==> config.mk <==
export PLATFORM = sky130hd
export DESIGN_NAME = sc_mac_accumulate
export DESIGN_NICKNAME = d
export VERILOG_FILES = /design/src/rtl/sc_mac_accumulate.sv
export SDC_FILE = /design/constraint.sdc
export NUM_CORES = 1
export LEC_CHECK = 0
export BUFFER_PORTS_ARGS = -buffer_cell sky130_fd_sc_hd__buf_4
export CORE_MARGIN = 1.5
export CORE_UTILIZATION = 55
export DETAILED_ROUTE_END_ITERATION = 8
export GPL_TIMING_DRIVEN = 1
export HOLD_SLACK_MARGIN = 0.15
export PLACE_DENSITY = 0.81
export SYNTH_ARGS = -nofsm -noshare
export SYNTH_HDL_FRONTEND = slang
export SYNTH_SLANG_ARGS = --single-unit
==> constraint.sdc <==
create_clock -name clock -period 7.05 [get_ports clock]
set_clock_uncertainty 0.05 [all_clocks]
set_input_delay 0.3525 -clock clock [delete_from_list [all_inputs] [get_ports clock]]
set_output_delay 0.3525 -clock clock [all_outputs]
set_load 0.005 [all_outputs]
==> src/rtl/sc_mac_accumulate.sv <==
// Sequential MAC stage: one operand pair per cycle through the compressed SC
// multiplier into a saturating accumulator; result held until the consumer takes it.

// Behavioural stand-in for the compressed SC multiplier: exact unsigned 16x16 product.
module SC_Compress_dev_16_32 (
  input  logic [15:0] a_i,
  input  logic [15:0] b_i,
  output logic [31:0] p_o
);
  assign p_o = {16'b0, a_i} * {16'b0, b_i};
endmodule

module sc_mac_accumulate #(
  parameter int DATA_WIDTH = 16,
  parameter int PROD_WIDTH = 32,
  parameter int ACC_WIDTH  = 40,
  parameter int CNT_WIDTH  = 10
) (
  input  logic                  clock,
  input  logic                  reset,
  input  logic                  io_in_valid,
  output logic                  io_in_ready,
  input  logic [DATA_WIDTH-1:0] io_inputs_1,
  input  logic [DATA_WIDTH-1:0] io_inputs_0,
  input  logic                  io_in_last,
  output logic                  io_out_valid,
  input  logic                  io_out_ready,
  output logic [ACC_WIDTH-1:0]  io_out_data,
  output logic [CNT_WIDTH-1:0]  io_out_count,
  output logic                  io_out_sat
);
  typedef enum logic [1:0] {ACCUM, DRAIN, HOLD} state_e;

  state_e                state_q;
  logic [DATA_WIDTH-1:0] s1_a_q, s1_b_q;
  logic                  s1_v_q, s1_last_q;
  logic [PROD_WIDTH-1:0] p_q, mul_p;
  logic                  p_v_q, p_last_q;
  logic [ACC_WIDTH-1:0]  acc_q, acc_d;
  logic [CNT_WIDTH-1:0]  count_q, count_d;
  logic                  sat_q, sat_d;
  logic [ACC_WIDTH:0]    sum;
  logic                  in_hs, out_hs;

  SC_Compress_dev_16_32 u_mul (
    .a_i (s1_a_q),
    .b_i (s1_b_q),
    .p_o (mul_p)
  );

  assign io_in_ready  = (state_q == ACCUM);
  assign io_out_valid = (state_q == HOLD);
  assign io_out_data  = acc_q;
  assign io_out_count = count_q;
  assign io_out_sat   = sat_q;
  assign in_hs        = io_in_valid & io_in_ready;
  assign out_hs       = io_out_valid & io_out_ready;

  // One spare bit catches the overflow; the clip pins acc at all-ones.
  assign sum = {1'b0, acc_q} + {{(ACC_WIDTH + 1 - PROD_WIDTH){1'b0}}, p_q};

  always_comb begin
    acc_d   = acc_q;
    count_d = count_q;
    sat_d   = sat_q;
    if (out_hs) begin
      acc_d   = '0;
      count_d = '0;
      sat_d   = 1'b0;
    end else if (p_v_q) begin
      acc_d   = sum[ACC_WIDTH] ? {ACC_WIDTH{1'b1}} : sum[ACC_WIDTH-1:0];
      sat_d   = sat_q | sum[ACC_WIDTH];
      count_d = (&count_q) ? count_q : count_q + 1'b1;
    end
  end

  always_ff @(posedge clock or posedge reset) begin
    if (reset) begin
      state_q   <= ACCUM;
      s1_a_q    <= '0;
      s1_b_q    <= '0;
      s1_v_q    <= 1'b0;
      s1_last_q <= 1'b0;
      p_q       <= '0;
      p_v_q     <= 1'b0;
      p_last_q  <= 1'b0;
      acc_q     <= '0;
      count_q   <= '0;
      sat_q     <= 1'b0;
    end else begin
      s1_v_q    <= in_hs;
      s1_last_q <= in_hs & io_in_last;
      if (in_hs) begin
        s1_a_q <= io_inputs_1;
        s1_b_q <= io_inputs_0;
      end
      p_q      <= (s1_a_q == '0 || s1_b_q == '0) ? '0 : mul_p;
      p_v_q    <= s1_v_q;
      p_last_q <= s1_last_q;
      acc_q    <= acc_d;
      count_q  <= count_d;
      sat_q    <= sat_d;
      case (state_q)
        ACCUM:   if (in_hs && io_in_last) state_q <= DRAIN;
        DRAIN:   if (p_v_q && p_last_q)   state_q <= HOLD;
        HOLD:    if (io_out_ready)        state_q <= ACCUM;
        default: state_q <= ACCUM;
      endcase
    end
  end
endmodule

* Word-level counts from Yosys, hierarchy flattened
Cells that the tools add are included.
Storage, ports and cells: register bits after elaboration 121, bits in latches 0, bits in writable memories 0, bits in read-only memories 0, bits of input ports 37, output and inout port bits 53, memories 0
Operators by class: $add $sub $neg 2, multiply operators 1, divide/modulo/power cells 0, order comparisons 0, equality and inequality tests 6, shift-type cells 0, muxes and demuxes 13, bitwise logic cells 4, reductions and logical operators 10
Operator list (number):
- 40-bit two-way mux | 3
- 40-bit by 32-bit adder with 41-bit output | 1
- 16-bit zero test | 2
- 16-bit by 16-bit multiplier with 32-bit output | 1
- 32-bit two-way mux | 1
- 10-bit two-way mux | 3
- 10-bit by 1-bit adder with 10-bit output, second input constant | 1
- 10-bit AND reduction | 1
- 2-bit two-way mux | 3
- 2-bit case mux with 3 select lines | 1
- 2-bit by 1-bit inequality test with 1-bit output, second input constant | 2
- 2-bit inequality test, second input constant | 2
- 1-bit AND | 3
- 3-bit AND reduction | 1
- 2-bit by 1-bit equality test with 1-bit output, second input constant | 1
- 2-bit equality test, second input constant | 1
- 1-bit logical AND | 2
- 2-bit zero test | 1
- 1-bit two-way mux | 2
- 2-bit AND reduction | 1
- 2-bit nonzero test | 1
- 1-bit logical OR | 1
- 1-bit OR | 1

* Longest topological paths before layout
Gate-level depths: netlist of run 1.
word-level depth 5, depth in mapped cells 24, mapped depth without buffers 23

* Cells and area by module
From an unflattened synthesis of run 1, not the netlist that was laid out.
Second synthesis, totals: cell total of the unflattened synthesis 1700, area total of the unflattened synthesis 15544.9 um2
Modules (own cells, without submodules):
- SC_Compress_dev_16_32 | instances 1, cells an instance 1029, area an instance 8777.2 um2
- sc_mac_accumulate | instances 1, cells an instance 671, area an instance 6767.7 um2

* Worst setup path before layout of run 1
No wires, ideal clock.
path kind reg-to-reg, from register s1_b_q[7], to register p_q[31], library setup time 0.131 ns, data arrival time 5.817 ns, slack 1.051 ns, cell stages (with the launch flop) 25, period minus slack after synthesis 5.999 ns, cells stage by stage dfrtp_1 clkbuf_1 clkbuf_1 nand2_1 fa_1 inv_1 fa_1 inv_1 fa_1 inv_1 fa_1 fa_1 inv_1 fa_1 inv_1 ha_1 a21o_1 a21oi_1 o21ai_0 o211ai_1 a31oi_1 o41ai_1 a211o_1 nand3_1 nor3b_1
On the way: longest elaborated chain between the ends 3, elaborated cells between the ends (all ways) 4, classes of those cells mul: 1; mux: 1; reduce/logical: 2
Ends and longest elaborated chain:
- from (decl) | RTL line 35 | logic [DATA_WIDTH-1:0] s1_a_q, s1_b_q;
- from (signal assigned) | RTL line 95 | s1_b_q <= io_inputs_0;
- branches (longest 2 deep; another with 16-bit by 16-bit multiplier with 32-bit output)
- 32-bit two-way mux * | RTL line 97 | p_q <= (s1_a_q == '0 || s1_b_q == '0) ? '0 : mul_p;
- to (signal assigned) | RTL line 97
- to (decl) | RTL line 37 | logic [PROD_WIDTH-1:0] p_q, mul_p;
Every way passes the cells marked *. A chain may end at the register's enable or synchronous reset.

* Worst setup path in the final report of run 1
from register s1_b_q[1], to register p_q[30]
The elaborated chain is that of the path after synthesis.

==> results of run 1 <==
==> final timing paths <==
path                       slack, ns  startpoint  cells past startpoint          to
min in group asynchronous       0.54       reset                      3       p_v_q
max in group asynchronous       5.11       reset                      4  s1_b_q[11]
setup reg to reg                0.52   s1_b_q[1]                     20     p_q[30]
hold reg to reg                 0.30      s1_v_q                      0       p_v_q
hold / removal                  0.15  io_in_last                      2   s1_last_q
setup / recovery                0.52   s1_b_q[1]                     20     p_q[30]
==> registers in the layout (all words and copies together), names as in the netlist <==
signal,count
io_out_data,40
p_q,32
s1_a_q,16
s1_b_q,16
io_out_count,10
state_q,2
io_out_sat,1
p_last_q,1
p_v_q,1
s1_last_q,1
s1_v_q,1
==> cells by family after synthesis <==
logic type,after synthesis,share of synthesized area [%]
compound gates,258,11.0
xor+xnor,60,3.54
fa+ha+maj,332,37.9
buf+inv,331,8.51
flops,121,20.4
mux,42,3.10
simple gates,471,15.5
==> stage by stage <==
step,cells,setup slack (ns),hold WS (ns)
finish,2038,0.519,0.154
global route,2037,0.156,0.163
CTS,2037,0.588,0.152
detailed placement,1971,0.585,0.291
global placement,1971,0.767,0.282
floorplan,1615,1.05,0.281
==> layer usage <==
layer,track usage (%),vias up
met5,0,-
met4,9.36,0
met3,6.59,98
met2,43.6,489
met1,35.1,5666
li1,-,5356
==> worst max-delay path: cells and delay by family, from the launching register on <==
family / cells / cell delay (ns)
compound gates: 6 / 1.61
xor+xnor: 1 / 0.12
fa+ha+maj: 7 / 3.43
buf+inv: 4 / 0.21
flops: 1 / 0.74
simple gates: 2 / 0.22
==> Yosys cell counts (all sizes together), types with 2 or more instances <==
cell / instances
nor4: 12
dfrtp: 121
and3: 13
ha: 137
xor2: 29
nand3: 10
and4: 2
nor3: 8
nand2b: 4
nand2: 195
nand4: 14
o31ai: 4
o211ai: 7
a31oi: 10
xnor2: 31
o21bai: 7
inv: 253
o21ai: 54
mux2i: 10
and2: 127
a311oi: 2
nor2: 67
a41oi: 2
buf: 9
a21o: 41
fa: 195
a221o: 2
a211oi: 22
clkbuf: 69
or3: 7
o21a: 8
o2111ai: 2
nor2b: 7
a21oi: 85
o211a: 2
mux2: 32
==> layout make-up <==
cell class / count / area, sq um / share of cell area (%)
Tap cell: 335 / 419 / 2.52
Clock inverter: 15 / 154 / 0.927
Sequential cell: 121 / 3030 / 18.2
Inverter: 253 / 952 / 5.73
Multi-Input combinational cell: 1163 / 10500 / 63.5
Timing Repair Buffer: 133 / 1080 / 6.52
Clock buffer: 17 / 425 / 2.56
Antenna cell: 1 / 2.50 / 0.0151
==> results.ini, run 1 <==
[layout]
post-route-util_pct=63.2
final_common_cell=inv_1
areaGrowthSynthToFinish_pct=12.0
fin_area_sq_um=16600
layout.nets=2058
n_fill_cell=2077
final_cell_mix=inv_1 (252), nand2_1 (195), fa_1 (195)
drive_gt1_share_pct=10.3

[detailed_routing]
met1_length_microns=15500
routed.top_layer=met4
routed_wl_microns=36100
drcViolationCount=0
ant_nets=0
dr.pass1.iters=6
via_count=11609
drt_iter0_drc=933
wl_met2_microns=16700
dr_wl_met3_microns=2870
viasPerCell=5.70
drt-wirelength-per-cell_microns=17.7

[synthesis]
yosysWarningCount=0
ys_top_cells_by_area=fa_1 (26%), dfrtp_1 (20%), ha_1 (12%)
yosysSeqAreaShare_pct=20.4
synth_top_area_share_pct=26.3
synthCells=1615
synth_nets=1984
yosys.area.top_type=fa_1
synth_cell_types=59
avgSynthCellArea_sq_um=9.18
syn_area_sq_um=14800
synthFlopType=dfrtp_1
ys_seq_elements=121
async_reset_ff_share_pct=100
synth_edf_count=0

[cts]
cts.htree.levels=4
clk_pin_slew_ns=0.07
cts-root-buf=clkbuf_16
postCtsSetupRepairBufs=0
clk-insertion-delay-late_ns=0.44
clock_path_buffers=2
cts_hold_buf=34
cts_resized=0
cts_buffers=17
cts_tree=done
cts.sinks=121

[floorplan]
num_io_pins=90
chipWidth_microns=167
fp.coreArea_sq_um=26300
die_area_sq_um=28000
die-height_microns=167
core.rowCount=59
start_util_pct=56.4

[run]
cap_violations=0

[timing]
setup_violations=0
slew_viol_final=0
rsz0062_at_grt=no
setup_tns_ns=0
timing.final.crit_share_pct=92.6
slew_headroom_pct=30.5
max_freq_mhz=153
hold_violations=0
period_minus_slack_ns=6.53
tightest_slew_ns=1.04

[critical_path]
crit_fanout=18
arrival_ns=6.77
path_cells=nand2_1 -> fa_1 -> fa_1 -> fa_1 -> fa_1 -> inv_1 -> fa_1 -> inv_1 -> fa_1 -> inv_1 -> ha_1 -> inv_1 -> o21bai_1 -> a21oi_1 -> o21ai_0 -> o211ai_1 -> o21ai_0 -> a311o_1 -> xnor2_1 -> nor2_1
max_stage_delay_ns=0.74
cp.required_ns=7.29
crit_path_top_delay_cell=dfrtp_1
cp-end-kind=flip-flop
path_common_cell=fa_1
criticalPathCategory=flip-flop to flip-flop
start_kind=flip-flop

[place]
place_area_sq_um=15700
place_hpwl_microns=27000
gp_congestion=0.947
numPortBuffers=89

[global_route]
grt_pass1_wl_microns=59600
antenna_found_initial=0
grt-ovfl-total=0
grt.total_usage_pct=26.8
grt_max_degree=66
grt_pass1_vias=11936

[hold_path]
min_path_type=input port to flip-flop

[outcome]
status=completed

Power of run 1 is left out: the tool's default activity adds up to more than one toggle a clock period on the data nets, which glitch-free logic cannot reach.
==> run 2: changes to the inputs <==
--- a/config.mk
+++ b/config.mk
@@ -5,6 +5,8 @@
 export SDC_FILE = /design/constraint.sdc
 export NUM_CORES = 1
 export LEC_CHECK = 0
+export ABC_AREA = 1
+export ABC_CLOCK_PERIOD_IN_PS = 7050
 export BUFFER_PORTS_ARGS = -buffer_cell sky130_fd_sc_hd__buf_4
 export CORE_MARGIN = 1.5
 export CORE_UTILIZATION = 55
==> run 2 against run 1 <==
Core utilization fell by 0.98 points. Die area rose by 13%. Final cell count grew 39%. Flip-flop and latch count unchanged. Synthesized cell count up 46%.
==> results.ini, run 2 <==
[global_route]
grt_max_degree=80  ; was 66
antenna_found_initial=0  ; unchanged
grt.total_usage_pct=31.6  ; was 26.8%
grt-ovfl-total=0  ; unchanged
grt_pass1_vias=15600  ; was 11.9k
grt_pass1_wl_microns=77000  ; was 59,600 microns

[synthesis]
yosys.area.top_type=fa_1  ; unchanged
synth_cell_types=48  ; was 59
synthTopCellsByCount=nand2_1 (791), inv_1 (509), fa_1 (195)  ; was inv_1 (253), fa_1 (195), nand2_1 (195)
ys_top_cells_by_area=fa_1 (23%), dfrtp_1 (18%), nand2_1 (18%)  ; was fa_1 (26%), dfrtp_1 (20%), ha_1 (12%)
yosysSeqAreaShare_pct=18.1  ; was 20.4%
synth_most_common_cell=nand2_1  ; was inv_1
synth_edf_count=0  ; unchanged
synth_top_area_share_pct=23.3  ; was 26.3%
synthCells=2359  ; was 1,615
synthFlopType=dfrtp_1  ; unchanged
synth_nets=2728  ; was 1,984
avgSynthCellArea_sq_um=7.11  ; was 9.18 sq um
async_reset_ff_share_pct=100  ; unchanged
syn_area_sq_um=16800  ; was 14,800 sq um
ys_seq_elements=121  ; unchanged
yosysWarningCount=0  ; unchanged

[cts]
clock_path_buffers=2  ; unchanged
cts.sinks=121  ; unchanged
clk_pin_slew_ns=0.06  ; was 0.07 ns
cts_resized=0  ; unchanged
cts_buffers=17  ; unchanged
cts-root-buf=clkbuf_16  ; unchanged
clk-insertion-delay-late_ns=0.45  ; was 0.44 ns
cts.htree.levels=4  ; unchanged
cts_tree=done  ; unchanged

[hold_path]
min_path_type=flip-flop to flip-flop  ; was input port to flip-flop

[timing]
hold_violations=0  ; unchanged
timing.final.crit_share_pct=88.7  ; was 92.6%
tightest_slew_ns=1.02  ; was 1.04 ns
setup_violations=0  ; unchanged
setup_tns_ns=0  ; unchanged
slew_viol_final=0  ; unchanged
slew_headroom_pct=32.0  ; was 30.5%
period_minus_slack_ns=6.25  ; was 6.53 ns
rsz0062_at_grt=no  ; unchanged
max_freq_mhz=160  ; was 153 MHz

[detailed_routing]
dr.pass1.iters=6  ; unchanged
routed_wl_microns=46100  ; was 36,100 microns
via_count=15049  ; was 11.6k
viasPerCell=5.33  ; was 5.70
ant_nets=0  ; unchanged
drcViolationCount=0  ; unchanged
drt-wirelength-per-cell_microns=16.3  ; was 17.7 microns
drt_iter0_drc=1094  ; was 933

[floorplan]
core.rowCount=63  ; was 59
die_area_sq_um=31500  ; was 28,000 sq um
start_util_pct=56.3  ; was 56.4%
die-height_microns=178  ; was 167 microns
chipWidth_microns=178  ; was 167 microns
num_io_pins=90  ; unchanged
fp.coreArea_sq_um=29800  ; was 26,300 sq um

[critical_path]
cp.required_ns=7.34  ; was 7.29 ns
criticalPathCategory=flip-flop to flip-flop  ; unchanged
arrival_ns=6.55  ; was 6.77 ns
cp-end-kind=flip-flop  ; unchanged
crit_fanout=18  ; unchanged
start_kind=flip-flop  ; unchanged

[layout]
post-route-util_pct=62.2  ; was 63.2%
areaGrowthSynthToFinish_pct=10.6  ; was 12.0%
layout.nets=2791  ; was 2,058
fin_area_sq_um=18500  ; was 16,600 sq um
diodes=0  ; was 1
n_fill_cell=2650  ; was 2,077
final_cell_mix=nand2_1 (791), inv_1 (508), fa_1 (195)  ; was inv_1 (252), nand2_1 (195), fa_1 (195)
final_common_cell=nand2_1  ; was inv_1
drive_gt1_share_pct=8.54  ; was 10.3%
instances_no_fill=2825  ; was 2,038
largest_register_ff_count=40  ; unchanged

[place]
dpl.cell_count=2758  ; was 1,971
gp_congestion=0.965  ; was 0.947
numPortBuffers=89  ; unchanged
place_area_sq_um=17600  ; was 15,700 sq um
place_hpwl_microns=36300  ; was 27,000 microns

[outcome]
status=completed  ; unchanged

[run]
cap_violations=0  ; unchanged

[run 2: cell count changes after synthesis, moves of 27 or more]
cell / previous run / this run
inv_1: 253 / 509
nor2_1: 67 / 138
and2_1: 127 / 1
a21o_1: 41 / 4
xor2_1: 29 / 2
nand3_1: 10 / 80
mux2_2: 32 / 0
nand2_1: 195 / 791
[run 2: worst paths after layout]
path / start / end / slack, ns / cells after the start
min reg2reg: s1_v_q / p_v_q / 0.29 / 0
max reg2reg: s1_a_q[5] / p_q[19] / 0.80 / 20
max in group asynchronous: reset / s1_b_q[12] / 5.07 / 4
max: s1_a_q[5] / p_q[19] / 0.80 / 20
min: s1_v_q / p_v_q / 0.29 / 0
min in group asynchronous: reset / io_out_data[3] / 0.48 / 3
[run 2: through the flow]
step                hold slack, ns  setup slack, ns
floorplan                    0.281             1.62
global placement             0.284            0.917
detailed placement           0.286            0.929
CTS                          0.294            0.896
global route                 0.309            0.548
finish                       0.295            0.796
[run 2: what timing repair did]
item,CTS,global route
hold endpoints to repair,77,0
hold buffers,35,0
setup buffers,0,0
setup endpoints to repair,0,0
[run 2: cell type report]
class | count | area [sq um] | area share [%]
repair buffers | 128 | 1050 | 5.66
multi-input cells | 1626 | 11400 | 61.5
inverters | 528 | 1980 | 10.7
flip-flops and latches | 121 | 3030 | 16.3
clock buffers | 18 | 429 | 2.32
well taps | 390 | 488 | 2.63
clock inverters | 14 | 164 | 0.884
[run 2: kinds of logic (layout without fill, tap and decap cells)]
kind of cell / Yosys count / in the layout / share of synthesized area, %
AOI/OAI and AO/OA: 164 / 164 / 5.74
xor gates and xnor gates: 9 / 9 / 0.470
adders and majority gates: 332 / 332 / 33.5
buffers and inverters: 612 / 688 / 14.0
DFF: 121 / 121 / 18.1
and+or+nand+nor: 1121 / 1121 / 28.2
[run 2: critical path, cell delays in order (launching register included)]
cell and delay, ns:
dfrtp_1 0.89, nand2_1 0.16, fa_1 0.52, inv_1 0.05, fa_1 0.49, inv_1 0.06
fa_1 0.53, inv_1 0.05, fa_1 0.45, fa_1 0.49, inv_1 0.05, fa_1 0.47
inv_1 0.04, ha_1 0.34, a21oi_1 0.34, a21boi_1 0.46, nand3_1 0.30, a21oi_1 0.24
nand2_1 0.07, nand2_1 0.06, nor2_1 0.05
[run 2: routing by layer]
| layer | vias to the layer above | GRT usage (%) | wire [microns] | share of wire [%] |
|---|---|---|---|---|
| li1 | 7175 | - | - | - |
| met1 | 7088 | 38.2 | 18700 | 40 |
| met2 | 626 | 53.9 | 22200 | 48 |
| met3 | 160 | 5.61 | 2980 | 6.4 |
| met4 | 0 | 16.1 | 2250 | 4.9 |
| met5 | - | 0 | 0 | 0 |
Power of run 2 is left out for the same reason.
==> run 3: changes to the inputs <==
--- a/config.mk
+++ b/config.mk
@@ -8,7 +8,7 @@
 export ABC_AREA = 1
 export ABC_CLOCK_PERIOD_IN_PS = 7050
 export BUFFER_PORTS_ARGS = -buffer_cell sky130_fd_sc_hd__buf_4
-export CORE_MARGIN = 1.5
+export CORE_MARGIN = 2
 export CORE_UTILIZATION = 55
 export DETAILED_ROUTE_END_ITERATION = 8
 export GPL_TIMING_DRIVEN = 1
==> run 3 against run 2 <==
Non-clock buffer count unchanged. Core utilization is 0.15 points higher. Highest routed layer unchanged. Fmax rose by 0.85%.
==> results.ini, run 3 (synthesized netlist as in run 2, its figures left out) <==
[critical_path]
crit_fanout=18  ; unchanged
worst-path-buf-inv=6  ; was 5
cp.required_ns=7.34  ; about the same
max_stage_delay_ns=0.89  ; about the same
criticalPathCategory=flip-flop to flip-flop  ; unchanged
arrival_ns=6.49  ; was 6.55 ns
path_delay_family=adder cells  ; unchanged
cp-end-kind=flip-flop  ; unchanged
path_cells=nand2_1 -> fa_1 -> inv_1 -> fa_1 -> inv_1 -> fa_1 -> inv_1 -> fa_1 -> fa_1 -> inv_1 -> fa_1 -> inv_1 -> ha_1 -> nand2_1 -> nor2_1 -> inv_1 -> nor2_1 -> and3_1 -> nand2_1 -> nand3_1 -> and2_1 -> nor2_1  ; was nand2_1 -> fa_1 -> inv_1 -> fa_1 -> inv_1 -> fa_1 -> inv_1 -> fa_1 -> fa_1 -> inv_1 -> fa_1 -> inv_1 -> ha_1 -> a21oi_1 -> a21boi_1 -> nand3_1 -> a21oi_1 -> nand2_1 -> nand2_1 -> nor2_1
start_kind=flip-flop  ; unchanged
crit_path_top_delay_cell=dfrtp_1  ; unchanged

[timing]
hold_violations=0  ; unchanged
timing.final.crit_share_pct=88.0  ; was 88.7%
setup_tns_ns=0  ; unchanged
setup_violations=0  ; unchanged
fin_hold_ws_ns=0.300  ; was 0.295 ns
slew_headroom_pct=30.8  ; was 32.0%
period_minus_slack_ns=6.20  ; was 6.25 ns
tightest_slew_ns=1.04  ; was 1.02 ns
slew_viol_final=0  ; unchanged
setup_ws_ns=0.849  ; was 0.796 ns
max_freq_mhz=161  ; was 160 MHz
rsz0062_at_grt=no  ; unchanged

[layout]
largest_register_ff_count=40  ; unchanged
layout.nets=2791  ; unchanged
drive_gt1_share_pct=8.58  ; was 8.54%
final_common_cell=nand2_1  ; unchanged
multi_input_area_sq_um=11400  ; unchanged
diodes=0  ; unchanged
areaGrowthSynthToFinish_pct=10.8  ; was 10.6%
final_cell_mix=nand2_1 (791), inv_1 (508), fa_1 (195)  ; unchanged
n_fill_cell=2653  ; was 2,650
instances_no_fill=2825  ; unchanged
register_area_sq_um=3030  ; unchanged

[detailed_routing]
ant_nets=0  ; unchanged
drt_iter0_drc=1026  ; was 1,094
drcViolationCount=0  ; unchanged
viasPerCell=5.33  ; about the same
routed_wl_microns=46900  ; was 46,100 microns
drt-wirelength-per-cell_microns=16.6  ; was 16.3 microns
dr.pass1.iters=5  ; was 6
via_count=15058  ; was 15.0k

[cts]
clk-insertion-delay-late_ns=0.46  ; was 0.45 ns
cts_tree=done  ; unchanged
cts.sinks=121  ; unchanged
clock_path_buffers=2  ; unchanged
cts-root-buf=clkbuf_16  ; unchanged
cts_buffers=17  ; unchanged
postCtsSetupRepairBufs=0  ; unchanged
cts.htree.levels=4  ; unchanged
clk_pin_slew_ns=0.06  ; about the same

[global_route]
grt_pass1_wl_microns=77400  ; was 77,000 microns
antenna_found_initial=0  ; unchanged
grt_pass1_vias=15774  ; was 15.6k
grt_max_degree=76  ; was 80
grt-ovfl-total=0  ; unchanged
grt.total_usage_pct=31.4  ; was 31.6%

[hold_path]
min_path_type=flip-flop to flip-flop  ; unchanged

[run]
cap_violations=0  ; unchanged

[floorplan]
num_io_pins=90  ; unchanged
start_util_pct=56.3  ; unchanged
fp.coreArea_sq_um=29800  ; unchanged
die-height_microns=179  ; was 178 microns
chipWidth_microns=179  ; was 178 microns
core.rowCount=63  ; unchanged
die_area_sq_um=31900  ; was 31,500 sq um

[outcome]
status=completed  ; unchanged

[place]
pre_cts_ws_ns=0.964  ; was 0.929 ns
numPortBuffers=89  ; unchanged
gp_congestion=0.962  ; was 0.965
dpl.cell_count=2758  ; unchanged
place_hpwl_microns=36500  ; was 36,300 microns

[run 3: worst register-to-register path, cell delays in order, from the launching register on]
cell and delay (ns):
dfrtp_1 0.89, nand2_1 0.19, fa_1 0.58, inv_1 0.06, fa_1 0.49, inv_1 0.06, fa_1 0.54, inv_1 0.05
fa_1 0.48, fa_1 0.49, inv_1 0.05, fa_1 0.47, inv_1 0.04, ha_1 0.35, nand2_1 0.12, nor2_1 0.25
inv_1 0.09, nor2_1 0.29, and3_1 0.21, nand2_1 0.08, nand3_1 0.10, and2_1 0.13, nor2_1 0.04
[run 3: path summary, 6_finish.rpt]
kind	startpoint	endpoint	slack (ns)	cells after the start
hold / removal	s1_v_q	p_v_q	0.30	0
max in group asynchronous	reset	io_out_data[26]	5.14	4
hold reg to reg	s1_v_q	p_v_q	0.30	0
setup reg to reg	s1_a_q[7]	p_q[28]	0.85	22
setup / recovery	s1_a_q[7]	p_q[28]	0.85	22
min in group asynchronous	reset	state_q[0]	0.65	3
[run 3: layer usage]
| layer | wire length, microns | vias up | global-route usage (%) |
|---|---|---|---|
| li1 | - | 7170 | - |
| met1 | 19100 | 7079 | 37.8 |
| met2 | 22500 | 646 | 53.9 |
| met3 | 3150 | 163 | 5.61 |
| met4 | 2140 | 0 | 15.6 |
| met5 | 0 | - | 0 |
[run 3: final cells by class]
class | instances | share of cell area [%]
Clock buffer | 17 | 2.29
Clock inverter | 15 | 1.14
Inverter | 528 | 10.7
Multi-Input combinational cell | 1626 | 61.3
Sequential cell | 121 | 16.3
Tap cell | 390 | 2.63
Timing Repair Buffer | 128 | 5.64
[run 3: metrics by stage]
step,cell area [sq um],util (%)
after floorplan,16800,-
after global placement,17600,59.0
after detailed placement,17600,59.0
after CTS,18600,62.4
after global routing,18600,62.4
final,18600,62.4
[run 3: timing repair]
action | 4_1_cts | 5_1_grt
resized for setup | 0 | 0
endpoints found under the setup margin | 0 | 0
hold endpoints to repair | 109 | 0
hold buffers | 35 | 0
Power of run 3 is left out for the same reason.
